$ cat config.mk
export PLATFORM = sky130hd
export DESIGN_NAME = alu_cu_md_flat
export DESIGN_NICKNAME = d
export VERILOG_FILES = /design/src/rtl/alu_cu_pkg.sv /design/src/rtl/alu_cu_md_if.sv /design/src/rtl/md_seq_core.sv /design/src/rtl/alu_cu_md.sv /design/src/flat_wrapper.sv
export SDC_FILE = /design/constraint.sdc
export NUM_CORES = 1
export LEC_CHECK = 0
export BUFFER_PORTS_ARGS = -buffer_cell sky130_fd_sc_hd__buf_2
export CAP_MARGIN = 20
export CORE_MARGIN = 5
export CORE_UTILIZATION = 39
export DETAILED_ROUTE_END_ITERATION = 6
export GPL_TIMING_DRIVEN = 0
export PLACE_DENSITY = 0.54
export SYNTH_ARGS = -nofsm -noshare
export SYNTH_HDL_FRONTEND = slang
export SYNTH_SLANG_ARGS = --single-unit
export TNS_END_PERCENT = 10
$ cat constraint.sdc
create_clock -name clk -period 7.3 [get_ports clk]
set_input_delay 1.46 -clock clk [delete_from_list [all_inputs] [get_ports clk]]
set_output_delay 1.46 -clock clk [all_outputs]
set_load 0.05 [all_outputs]
$ cat src/rtl/alu_cu_pkg.sv
// alu_cu_pkg: shared ALU control codes, funct/ALUOp constants and sequencer state type
package alu_cu_pkg;
  localparam logic [3:0] ALU_AND  = 4'b0000;
  localparam logic [3:0] ALU_OR   = 4'b0001;
  localparam logic [3:0] ALU_ADD  = 4'b0010;
  localparam logic [3:0] ALU_XOR  = 4'b0011;
  localparam logic [3:0] ALU_SUB  = 4'b0110;
  localparam logic [3:0] ALU_SLT  = 4'b0111;
  localparam logic [3:0] ALU_SLTU = 4'b1000;
  localparam logic [3:0] ALU_NOR  = 4'b1100;
  localparam logic [5:0] F_ADD   = 6'b100000;
  localparam logic [5:0] F_SUB   = 6'b100010;
  localparam logic [5:0] F_AND   = 6'b100100;
  localparam logic [5:0] F_OR    = 6'b100101;
  localparam logic [5:0] F_XOR   = 6'b100110;
  localparam logic [5:0] F_NOR   = 6'b100111;
  localparam logic [5:0] F_SLT   = 6'b101010;
  localparam logic [5:0] F_SLTU  = 6'b101011;
  localparam logic [5:0] F_MFHI  = 6'b010000;
  localparam logic [5:0] F_MFLO  = 6'b010010;
  localparam logic [5:0] F_MULT  = 6'b011000;
  localparam logic [5:0] F_MULTU = 6'b011001;
  localparam logic [5:0] F_DIV   = 6'b011010;
  localparam logic [5:0] F_DIVU  = 6'b011011;
  localparam logic [1:0] OP_ADD   = 2'b00;
  localparam logic [1:0] OP_SUB   = 2'b01;
  localparam logic [1:0] OP_RTYPE = 2'b10;
  localparam logic [1:0] OP_SUBI  = 2'b11;
  typedef enum logic [1:0] {IDLE, MUL, DIV, FIN} md_state_e;
  // MULT/MULTU/DIV/DIVU share funct[5:2]; funct[1] selects divide, funct[0] unsigned
  function automatic logic is_md(input logic [5:0] f);
    return f[5:2] == F_MULT[5:2];
  endfunction
endpackage

$ cat src/rtl/alu_cu_md_if.sv
// alu_cu_md_if: ID/EX-side bus of the ALU control unit with master (pipeline) and slave (control unit) views
interface alu_cu_md_if #(
  parameter int WIDTH  = 32,
  parameter int CTRL_W = 4
);
  logic              valid_i;
  logic [1:0]        ALUOp;
  logic [5:0]        funct;
  logic [WIDTH-1:0]  rs_val;
  logic [WIDTH-1:0]  rt_val;
  logic [CTRL_W-1:0] ALU_Control;
  logic [1:0]        hilo_sel;
  logic              stall;
  logic              md_busy;
  logic              md_done;
  logic [WIDTH-1:0]  hi_o;
  logic [WIDTH-1:0]  lo_o;
  modport master (
    output valid_i, ALUOp, funct, rs_val, rt_val,
    input  ALU_Control, hilo_sel, stall, md_busy, md_done, hi_o, lo_o
  );
  modport slave (
    input  valid_i, ALUOp, funct, rs_val, rt_val,
    output ALU_Control, hilo_sel, stall, md_busy, md_done, hi_o, lo_o
  );
endinterface

$ cat src/rtl/md_seq_core.sv
// md_seq_core: iterative shift-add multiply / restoring divide sequencer owning HI/LO (ALU_CU_FAST_MUL_EN: single-cycle multiply)
module md_seq_core
  import alu_cu_pkg::*;
#(
  parameter int WIDTH = 32
) (
  input  logic             clk,
  input  logic             rst_n,
  input  logic             start,
  input  logic [1:0]       op,
  input  logic [WIDTH-1:0] rs,
  input  logic [WIDTH-1:0] rt,
  output logic             busy,
  output logic             done,
  output logic [WIDTH-1:0] hi,
  output logic [WIDTH-1:0] lo
);
  localparam int CNT_W = $clog2(WIDTH) + 1;
  md_state_e state, state_nxt;
  logic [CNT_W-1:0] cnt, cnt_nxt;
  logic [WIDTH-1:0] a, b, acc_hi, acc_lo, hacc_nxt, lacc_nxt, abs_a, abs_b, dif;
  logic [2*WIDTH-1:0] res;
  logic [WIDTH:0] msum, dsh;
  logic sgn, sa, sb, neg_p, neg_r, dz, ld, wr, borrow;
  assign sgn   = ~op[0];
  assign sa    = sgn & rs[WIDTH-1];
  assign sb    = sgn & rt[WIDTH-1];
  assign abs_a = sa ? -rs : rs;
  assign abs_b = sb ? -rt : rt;
  assign msum  = {1'b0, acc_hi} + (acc_lo[0] ? {1'b0, a} : '0);
  assign dsh   = {acc_hi, acc_lo[WIDTH-1]};
  assign borrow = dsh < {1'b0, b};
  assign dif   = dsh[WIDTH-1:0] - b;
  assign busy  = state != IDLE;
  assign done  = state == FIN;
`ifdef ALU_CU_FAST_MUL_EN
  logic signed [WIDTH:0] xa, xb;
  logic signed [2*WIDTH+1:0] xp;
  assign xa = {sa, rs};
  assign xb = {sb, rt};
  assign xp = xa * xb;
`endif
  // next state, one iteration step, and the sign-corrected result written on the last step
  always_comb begin
    state_nxt = state;
    cnt_nxt   = cnt;
    hacc_nxt  = acc_hi;
    lacc_nxt  = acc_lo;
    res       = {hi, lo};
    ld        = 1'b0;
    wr        = 1'b0;
    case (state)
      IDLE: if (start) begin
        ld        = 1'b1;
        cnt_nxt   = CNT_W'(WIDTH);
        hacc_nxt  = '0;
        lacc_nxt  = op[1] ? abs_a : abs_b;
        state_nxt = op[1] ? DIV : MUL;
`ifdef ALU_CU_FAST_MUL_EN
        if (!op[1]) begin
          state_nxt = FIN;
          cnt_nxt   = '0;
          wr        = 1'b1;
          res       = xp[2*WIDTH-1:0];
        end
`endif
      end
      MUL: begin
        hacc_nxt  = msum[WIDTH:1];
        lacc_nxt  = {msum[0], acc_lo[WIDTH-1:1]};
        cnt_nxt   = cnt - CNT_W'(1);
        wr        = cnt == CNT_W'(1);
        state_nxt = wr ? FIN : MUL;
        res       = neg_p ? -{hacc_nxt, lacc_nxt} : {hacc_nxt, lacc_nxt};
      end
      DIV: begin
        hacc_nxt  = borrow ? dsh[WIDTH-1:0] : dif;
        lacc_nxt  = {acc_lo[WIDTH-2:0], ~borrow};
        cnt_nxt   = cnt - CNT_W'(1);
        wr        = cnt == CNT_W'(1);
        state_nxt = wr ? FIN : DIV;
        res       = {neg_r ? -hacc_nxt : hacc_nxt, dz ? {WIDTH{1'b1}} : (neg_p ? -lacc_nxt : lacc_nxt)};
      end
      default: state_nxt = IDLE;
    endcase
  end
  // sequencer registers; magnitudes and result signs are latched on accept
  always_ff @(posedge clk or negedge rst_n) begin
    if (!rst_n) begin
      state  <= IDLE;
      cnt    <= '0;
      a      <= '0;
      b      <= '0;
      acc_hi <= '0;
      acc_lo <= '0;
      neg_p  <= 1'b0;
      neg_r  <= 1'b0;
      dz     <= 1'b0;
      hi     <= '0;
      lo     <= '0;
    end else begin
      state  <= state_nxt;
      cnt    <= cnt_nxt;
      acc_hi <= hacc_nxt;
      acc_lo <= lacc_nxt;
      if (ld) begin
        a     <= abs_a;
        b     <= abs_b;
        neg_p <= sa ^ sb;
        neg_r <= sa;
        dz    <= ~|rt;
      end
      if (wr) {hi, lo} <= res;
    end
  end
endmodule

$ cat src/rtl/alu_cu_md.sv
// alu_cu_md: ALU control decode, MD sequencer launch, dependency stall and HI/LO select (option: ALU_CU_FAST_MUL_EN)
module alu_cu_md
  import alu_cu_pkg::*;
#(
  parameter int WIDTH  = 32,
  parameter int CTRL_W = 4
) (
  input  logic clk,
  input  logic rst_n,
  alu_cu_md_if.slave bus
);
  logic rtype, md, mfhi, mflo, start;
  logic [3:0] code;
  assign rtype = bus.ALUOp == OP_RTYPE;
  assign md    = rtype & is_md(bus.funct);
  assign mfhi  = rtype & (bus.funct == F_MFHI);
  assign mflo  = rtype & (bus.funct == F_MFLO);
  assign start = bus.valid_i & md & ~bus.md_busy;
  assign bus.stall       = bus.valid_i & bus.md_busy & (md | mfhi | mflo);
  assign bus.hilo_sel    = {bus.valid_i & mflo, bus.valid_i & mfhi};
  assign bus.ALU_Control = CTRL_W'(code);
  // ALU control code, purely from ALUOp/funct
  always_comb begin
    code = ALU_AND;
    if (bus.ALUOp != OP_RTYPE) code = (bus.ALUOp == OP_ADD) ? ALU_ADD : ALU_SUB;
    else
      case (bus.funct)
        F_ADD:   code = ALU_ADD;
        F_SUB:   code = ALU_SUB;
        F_AND:   code = ALU_AND;
        F_OR:    code = ALU_OR;
        F_XOR:   code = ALU_XOR;
        F_NOR:   code = ALU_NOR;
        F_SLT:   code = ALU_SLT;
        F_SLTU:  code = ALU_SLTU;
        default: code = ALU_AND;
      endcase
  end
  md_seq_core #(.WIDTH(WIDTH)) u_core (
    .clk   (clk),
    .rst_n (rst_n),
    .start (start),
    .op    (bus.funct[1:0]),
    .rs    (bus.rs_val),
    .rt    (bus.rt_val),
    .busy  (bus.md_busy),
    .done  (bus.md_done),
    .hi    (bus.hi_o),
    .lo    (bus.lo_o)
  );
endmodule

$ cat src/flat_wrapper.sv
// flat-port wrapper written by rule: the top's interface ports become plain ports
module alu_cu_md_flat import alu_cu_pkg::*;
#(
  parameter int WIDTH  = 32,
  parameter int CTRL_W = 4
)
  (clk, rst_n, bus_valid_i, bus_ALUOp, bus_funct, bus_rs_val, bus_rt_val, bus_ALU_Control, bus_hilo_sel, bus_stall, bus_md_busy, bus_md_done, bus_hi_o, bus_lo_o);
  alu_cu_md_if #(.WIDTH(WIDTH), .CTRL_W(CTRL_W)) bus_i ();
  input  logic clk;
  input  logic rst_n;
  input wire logic [$bits(bus_i.valid_i)-1:0] bus_valid_i;
  input wire logic [$bits(bus_i.ALUOp)-1:0] bus_ALUOp;
  input wire logic [$bits(bus_i.funct)-1:0] bus_funct;
  input wire logic [$bits(bus_i.rs_val)-1:0] bus_rs_val;
  input wire logic [$bits(bus_i.rt_val)-1:0] bus_rt_val;
  output wire logic [$bits(bus_i.ALU_Control)-1:0] bus_ALU_Control;
  output wire logic [$bits(bus_i.hilo_sel)-1:0] bus_hilo_sel;
  output wire logic [$bits(bus_i.stall)-1:0] bus_stall;
  output wire logic [$bits(bus_i.md_busy)-1:0] bus_md_busy;
  output wire logic [$bits(bus_i.md_done)-1:0] bus_md_done;
  output wire logic [$bits(bus_i.hi_o)-1:0] bus_hi_o;
  output wire logic [$bits(bus_i.lo_o)-1:0] bus_lo_o;
  assign bus_i.valid_i = bus_valid_i;
  assign bus_i.ALUOp = bus_ALUOp;
  assign bus_i.funct = bus_funct;
  assign bus_i.rs_val = bus_rs_val;
  assign bus_i.rt_val = bus_rt_val;
  assign bus_ALU_Control = bus_i.ALU_Control;
  assign bus_hilo_sel = bus_i.hilo_sel;
  assign bus_stall = bus_i.stall;
  assign bus_md_busy = bus_i.md_busy;
  assign bus_md_done = bus_i.md_done;
  assign bus_hi_o = bus_i.hi_o;
  assign bus_lo_o = bus_i.lo_o;
  alu_cu_md #(.WIDTH(WIDTH), .CTRL_W(CTRL_W)) u_core (.clk(clk), .rst_n(rst_n), .bus(bus_i));
endmodule
==> reports/summary.txt, run 1 <==
Worst rel slew slack: 0.288
CTS max path bufs: 3
VDD IR max: 0.000240 V
Gr usage total: 0.299
Power share of the clock group: 0.202
CTS Sinks: 203
H-tree depth: 1
Post-synth top area share: 0.279
Mapped Cells: 2404
FF-to-FF End: u_core.u_core.hi[26]$_DFFE_PN0P_
Initial DRC count: 2098
P_int: 0.00335 W
TritonCTS Buffers: 26
Maxcap violations: 0
Commonest non-fill, non-tap cell in the layout: nand2_1
PwrDens: 332 nW/µm²
Worst path bufs/invs: 3
Data required, critical path: 7.71 ns
Final min period: 7.09 ns
Worst-path clk slew: 0.07 ns
CP most frequent cell: nand2_1
Initial antenna violation count: 0
Crit-path slowest cell: o41ai_2
Clk root buf: clkbuf_16
Max Freq: 141 MHz
FP Rows: 79
Most frequent cells in the layout: 378 x nand2_1, 300 x o21ai_0, 203 x dfrtp_1, 179 x a21oi_1, 163 x nor2_1
Mapped cell area: 18200 µm²
Max stage delay on crit path: 0.59 ns
Initial Utilization: 0.393
Register area share after synthesis: 0.279
Yosys top cell by area: dfrtp_1
Worst setup EP type: flop
Share of cells above drive strength 1: 0.112
Crit Path Max Fanout: 24
Synth area leaders: dfrtp_1 28%, o21ai_0 8.2%, nand2_1 7.8%
Worst-Skew Late Latency: 0.57 ns
WP data arrival: 7.50 ns
TritonRoute pass-1 iters: 5
CP Launch Point: u_core.u_core.acc_lo[31]$_DFFE_PN0P_
Comb pwr share: 0.557
Remaining Overflow, GRT: 0
Yosys reg bits: 203
N_diodes: 0
Pleak: 9.29 nW
Via-to-Cell Ratio: 6.05
Max Slew Vio Count: 0
DPL Wire Length: 63500 µm
Critical Path Start Type: flop
Worst slew pin tran: 1.05 ns
Reg2Reg Depth: 21
Number of placed I/O pins: 148
Reg2Reg Launch Point: u_core.u_core.acc_lo[31]$_DFFE_PN0P_
Hold path cells: 2
Setup TNS: 0 ns
Avg Inst Size Synth: 7.58 µm²
Yosys cell types: 106
Top_reg_cell synth: dfrtp_1
Crit Path Category: reg -> reg
R2R Setup Slk: 0.21 ns
GP Congestion: 1.01
Die ar.: 51200 µm²
Via Count: 19398
Post-DP Area: 19800 µm²
Synth warn: 0
Worst hold path class: reg -> reg
Final Hold Violating Endpoints: 0
WHS Endpoint: u_core.u_core.a[28]$_DFFE_PN0P_
Switching Power: 0.00353 W
Vias in the first global route: 18287
Post-route antenna net violation count: 0
Unrepaired setup endpoints after global routing: no
Max Clock Skew: 0.0155 ns
Post-synth EDFFs: 0
Final period utilization: 0.971
Drc violations: 0
# hold bufs at CTS: 0
Final instance area: 20700 µm²
Cell family with most CP delay: compound AO/OA/AOI/OAI gates
Layout Nets: 2733
Status: finished clean
WL final: 78900 µm
Die height: 226 µm
Largest net degree at the start of global routing: 108
First-pass GRT wire length: 117000 µm
Die X: 226 µm
Worst hold start: u_core.u_core.a[28]$_DFFE_PN0P_
CP Depth: 21
Routed WL per cell: 24.6 µm
P&R area growth vs syn: 13.7%
Crit path cell chain: clkbuf_1, inv_1, ha_1, nor2b_1, o2111a_1, o211a_1, o211ai_2, nand2_4, clkbuf_1, nand2_1, o21ai_0, ha_1, nand2_1, nor2_1, nand4bb_1, o41ai_2, o211ai_1, nor4_4, nand2_1, and3_1, o41ai_2
Sw frac: 0.512
Syn Nets: 2556
Async S/R FF share, synth: 1.00
Sequential power share: 0.241
IO Port Bufs: 146
CTS tree: done
Final setup fails: 0
Area of the core: 46400 µm²
==> power by group through the flow <==
stage	clock network, W	registers, W	logic [W]
after floorplan	0	0.00209	0.00207
after global placement	0	0.00167	0.00371
after detailed placement	0	0.00168	0.00373
after CTS	0.00141	0.00166	0.00375
after global routing	0.00145	0.00169	0.00411
final	0.00139	0.00166	0.00383
==> how the worst max path moves through the flow <==
stage	endpoint	slack [ns]
2_1_floorplan	u_core.u_core.hi[30]$_DFFE_PN0P_	1.79
3_3_place_gp	u_core.u_core.hi[26]$_DFFE_PN0P_	-1.13
3_5_place_dp	u_core.u_core.hi[26]$_DFFE_PN0P_	-1.12
4_1_cts	u_core.u_core.hi[26]$_DFFE_PN0P_	0.35
5_1_grt	u_core.u_core.hi[26]$_DFFE_PN0P_	0.08
6_report	u_core.u_core.hi[26]$_DFFE_PN0P_	0.21
==> cells by family after synthesis <==
group | after synthesis | share of synthesized area
AND/OR/NAND/NOR | 832 | 0.215
AO/OA/AOI/OAI | 793 | 0.271
flip-flops | 203 | 0.279
multiplexers | 25 | 0.0141
adder cells (fa/ha/maj) | 78 | 0.0542
buffers and inverters | 248 | 0.0598
XOR/XNOR | 225 | 0.108
==> metrics by stage <==
step / instances / util / setup WS [ns] / power, W / hold slack [ns]
after floorplan: 2404 / - / 1.79 / 0.00416 / 0.442
after global placement: 3157 / 0.425 / -1.13 / 0.00537 / 0.459
after detailed placement: 3160 / 0.426 / -1.12 / 0.00541 / 0.465
after CTS: 3207 / 0.447 / 0.351 / 0.00682 / 0.477
after global routing: 3208 / 0.447 / 0.0846 / 0.00725 / 0.490
final: 3208 / 0.447 / 0.212 / 0.00688 / 0.471
==> synthesized netlist by cell type (6+ instances only) <==
| cell type | instances |
|---|---|
| nand2_1 | 379 |
| o21ai_0 | 300 |
| dfrtp_1 | 203 |
| a21oi_1 | 179 |
| nor2_1 | 163 |
| xnor2_1 | 152 |
| clkbuf_1 | 129 |
| inv_1 | 78 |
| ha_1 | 75 |
| xor2_1 | 73 |
| a22oi_1 | 58 |
| and2_1 | 46 |
| o31ai_1 | 39 |
| o22ai_1 | 37 |
| nor3_1 | 36 |
| nand3_1 | 35 |
| or3_1 | 25 |
| a21o_1 | 23 |
| mux2i_1 | 20 |
| nand4_1 | 18 |
| nor4_1 | 18 |
| and3_1 | 16 |
| nand2b_1 | 16 |
| o41ai_1 | 16 |
| buf_2 | 14 |
| a211oi_1 | 13 |
| o211ai_1 | 13 |
| or2_2 | 13 |
| or4_1 | 12 |
| buf_1 | 11 |
| nor2b_1 | 10 |
| a31oi_1 | 9 |
| and4_1 | 9 |
| o21a_1 | 9 |
| o21bai_1 | 8 |
| a211o_1 | 6 |
| buf_6 | 6 |
| o31a_1 | 6 |
==> worst register-to-register path: cells and delay by family, from the launching register on <==
family / cells / cell delay [ns]
AOI/OAI and AO/OA: 7 / 2.63
adders and majority gates: 2 / 0.62
buffers and inverters: 3 / 1.19
DFF: 1 / 0.32
and+or+nand+nor: 9 / 2.19
==> state kept, by name (all words and copies together), names as in the netlist <==
signal                cells
u_core.u_core.neg_r       1
u_core.u_core.lo         32
u_core.u_core.dz          1
u_core.u_core.b          32
u_core.u_core.acc_lo     32
u_core.u_core.a          32
u_core.u_core.cnt         6
u_core.u_core.acc_hi     32
u_core.u_core.state       2
u_core.u_core.neg_p       1
u_core.u_core.hi         32
==> routing by layer <==
layer	up-vias	wire length, µm	track usage
met2	960	34100	0.455
met1	9376	35000	0.433
li1	8925	-	-
met5	-	0	0
met4	0	3290	0.106
met3	137	6510	0.0439
==> area by class of cell <==
type	instances	area (µm²)
fill	4800	25600
multi-input combinational	1953	12100
sequential	203	5080
timing repair buffer	151	798
buffer	167	787
tap	607	759
clock buffer	34	741
inverter	79	297
clock inverter	14	180
==> what timing repair did <==
item / 4_1_cts / 5_1_grt
pin swaps: 1 / 0
setup buffers: 1 / 0
endpoints found under the setup margin: 8 / 2
resized for setup: 4 / 1
Note: power is estimated with default switching activity, not from simulation.
==> inputs of run 2 (changes only) <==
Settings changed: ABC_AREA set to 1.
==> reports/summary.txt, run 2 <==
Worst hold path class: reg -> reg
P&R area growth vs syn: 12.3%
Remaining Overflow, GRT: 0 (unchanged)
WL met2: 43000 µm (+26%)
Worst-Skew Late Latency: 0.59 ns (+0.02 ns)
Maxcap violations: 0 (unchanged)
Final instance area: 22600 µm² (+9.2%)
WP data arrival: 3.15 ns (-4.35 ns)
Uppermost layer routed: met4
Simple-gate share of the synthesized area: 0.392 (+0.178)
Fin Hold WS: 0.481 ns (+0.00990 ns)
Number of placed I/O pins: 148 (unchanged)
Critical Path Start Type: input pin
Worst-path clk slew: 0.06 ns (about the same)
Status: finished clean
Yosys cell types: 55 (-48%)
Worst setup EP type: primary output
Area of the core: 51300 µm² (+11%)
Avg Inst Size Synth: 5.93 µm² (-22%)
Async S/R FF share, synth: 1.00 (unchanged)
Fillers: 5704 (+19%)
Die ar.: 56300 µm² (+10%)
GP Congestion: 1.01 (+0.51%)
Post-DP Area: 21800 µm² (+10%)
Final min period: 4.61 ns (-2.48 ns)
Unrepaired setup endpoints after global routing: no
Largest family of logic cells by synthesized area: simple AND/OR/NAND/NOR gates
Register area share after synthesis: 0.252 (-0.0266)
Die X: 237 µm (+4.9%)
Placed cells: 4228 (+34%)
Post-synth top area share: 0.252 (-0.0266)
FP Rows: 83 (+5.1%)
Crit Path Category: in -> out
Yosys top cell by area: dfrtp_1
Max Freq: 217 MHz (+54%)
Final setup fails: 0 (unchanged)
First-pass GRT wire length: 142000 µm (+21%)
H-tree depth: 1 (unchanged)
Worst rel slew slack: 0.246 (-0.0416)
Vias in the first global route: 22456 (+23%)
Initial Utilization: 0.393 (about the same)
PostCTS Resize Cnt: 0 (-4)
Synth warn: 0 (unchanged)
Via Count: 23891 (+23%)
Commonest non-fill, non-tap cell in the layout: nand2_1
Post-route antenna net violation count: 0 (unchanged)
Post-synthesis mux area share: 0 (-0.0141)
WL final: 97600 µm (+24%)
Pleak: 12.2 nW (+31%)
TritonRoute pass-1 iters: 6 (+1)
FF-to-FF End: u_core.u_core.hi[28]$_DFFE_PN0P_
CTS tree: done
Mapped Cells: 3401 (+41%)
Final period utilization: 0.632 (-0.339)
Most frequent cells in the layout: 1081 x nand2_1, 453 x inv_1, 414 x nor2_1, 222 x o21ai_0, 215 x nand3_1
Top_reg_cell synth: dfrtp_1
Initial antenna violation count: 1 (+1)
CTS max path bufs: 3 (unchanged)
Data required, critical path: 5.84 ns (-1.87 ns)
Largest net degree at the start of global routing: 123 (+14%)
N_diodes: 0 (unchanged)
DPL Wire Length: 81800 µm (+29%)
PwrDens: 357 nW/µm² (+7.6%)
Clk root buf: clkbuf_16
Yosys reg bits: 203 (unchanged)
Drc violations: 0 (unchanged)
R2R Setup Slk: 2.84 ns (+2.63 ns)
FF+latch area: 5080 µm² (unchanged)
Routed wl met3: 7030 µm (+8.0%)
Max Slew Vio Count: 0 (unchanged)
Crit Path Max Fanout: 10 (-58%)
Max Clock Skew: 0.0327 ns (+0.0171 ns)
Share of cells above drive strength 1: 0.0776 (-0.0343)
Post-synth EDFFs: 0 (unchanged)
Post-CTS Setup Repair Bufs: 0 (-1)
IO Port Bufs: 146 (unchanged)
Synth area leaders: dfrtp_1 25%, nand2_1 20%, inv_1 8.4%
Non-filler cells, final: 4275 (+33%)
# hold bufs at CTS: 0 (unchanged)
Synth top cells by count: 1081 x nand2_1, 453 x inv_1, 414 x nor2_1
Die height: 237 µm (+4.9%)
Mapped cell area: 20200 µm² (+11%)
Synth Area in Adders: 0.0485 (-0.00567)
CTS Sinks: 203 (unchanged)
Post-synthesis compound-gate area fraction: 0.157 (-0.113)
Reg2Reg Depth: 21 (unchanged)
Critical Path Sink: bus_ALU_Control[3]
Setup TNS: 0 ns (unchanged)
Count leader, synth: nand2_1
Synth Area in XOR/XNOR: 0.0369 (-0.0712)
VDD IR max: 0.000237 V (-1.4%)
CP Launch Point: bus_funct[1]
WL met1: 41300 µm (+18%)
Via-to-Cell Ratio: 5.59 (-7.6%)
TritonCTS Buffers: 26 (unchanged)
Worst slew pin tran: 1.13 ns (+0.0768 ns)
Gr usage total: 0.333 (+0.0342)
Final Hold Violating Endpoints: 0 (unchanged)
Syn Nets: 3553 (+39%)
Layout Nets: 3728 (+36%)
Routed WL per cell: 22.8 µm (-7.2%)
Initial DRC count: 2388 (+14%)
Reg2Reg Launch Point: u_core.u_core.acc_lo[0]$_DFFE_PN0P_
Area of the multi-input gates: 12800 µm² (+5.9%)
run 2: cell types whose count changed after synthesis, sizes merged, moves of 39 or more:
cell and delta:
inv +389, a22oi -49, nand2 +727, clkbuf -39, nor2 +268, xnor2 -123
nand3 +185, and2 -45, o21ai -69, a21oi -46
run 2: worst min path at each step:
stage / startpoint / to / slack (ns) / cells past startpoint
6_report: u_core.u_core.lo[1]$_DFFE_PN0P_ / u_core.u_core.lo[1]$_DFFE_PN0P_ / 0.48 / 2
5_1_grt: u_core.u_core.a[15]$_DFFE_PN0P_ / u_core.u_core.a[15]$_DFFE_PN0P_ / 0.50 / 2
4_1_cts: u_core.u_core.a[11]$_DFFE_PN0P_ / u_core.u_core.a[11]$_DFFE_PN0P_ / 0.48 / 2
3_5_place_dp: u_core.u_core.lo[24]$_DFFE_PN0P_ / u_core.u_core.lo[24]$_DFFE_PN0P_ / 0.47 / 2
3_3_place_gp: u_core.u_core.lo[1]$_DFFE_PN0P_ / u_core.u_core.lo[1]$_DFFE_PN0P_ / 0.46 / 2
2_1_floorplan: u_core.u_core.a[13]$_DFFE_PN0P_ / u_core.u_core.a[13]$_DFFE_PN0P_ / 0.45 / 2
run 2: metrics by stage:
step,total power (W),utilization,worst slack (ns)
floorplan,0.00495,-,2.68
global placement,0.00664,0.424,1.15
detailed placement,0.00667,0.424,2.50
CTS,0.00799,0.441,2.73
global route,0.00856,0.441,2.56
finish,0.00808,0.441,2.69
run 2: kinds of logic (layout without fill, tap and decap cells):
group                    count (synthesis)  count (layout)
flip-flops                             203             203
AND/OR/NAND/NOR                       1898            1898
adder cells (fa/ha/maj)                 77              77
buffers and inverters                  590             784
AO/OA/AOI/OAI                          548             548
XOR/XNOR                                85              85
run 2: where the power goes:
group	internal [W]	leakage (nW)	total, W	switching [W]
Clock	0.000747	0.414	0.00130	0.000553
Combinational	0.00126	9.22	0.00501	0.00375
Sequential	0.00148	2.58	0.00177	0.000292
Total	0.00349	12.2	0.00808	0.00459
run 2: critical path, cell delays in order:
cell and delay (ns):
buf_2 0.10, clkbuf_1 0.42, clkbuf_1 0.50, nand3_1 0.15
nor3_1 0.20, buf_2 0.31
run 2: layout make-up:
class | count | area share
multi-input combinational | 2608 | 0.566
sequential | 203 | 0.224
inverter | 477 | 0.0791
tap | 680 | 0.0376
timing repair buffer | 147 | 0.0340
clock buffer | 37 | 0.0328
buffer | 113 | 0.0215
clock inverter | 10 | 0.00498
run 2: metal layers:
metal | vias to the layer above | global-route usage
met4 | 0 | 0.169
met5 | - | 0
met2 | 1066 | 0.527
li1 | 11321 | -
met3 | 237 | 0.0475
met1 | 11267 | 0.445
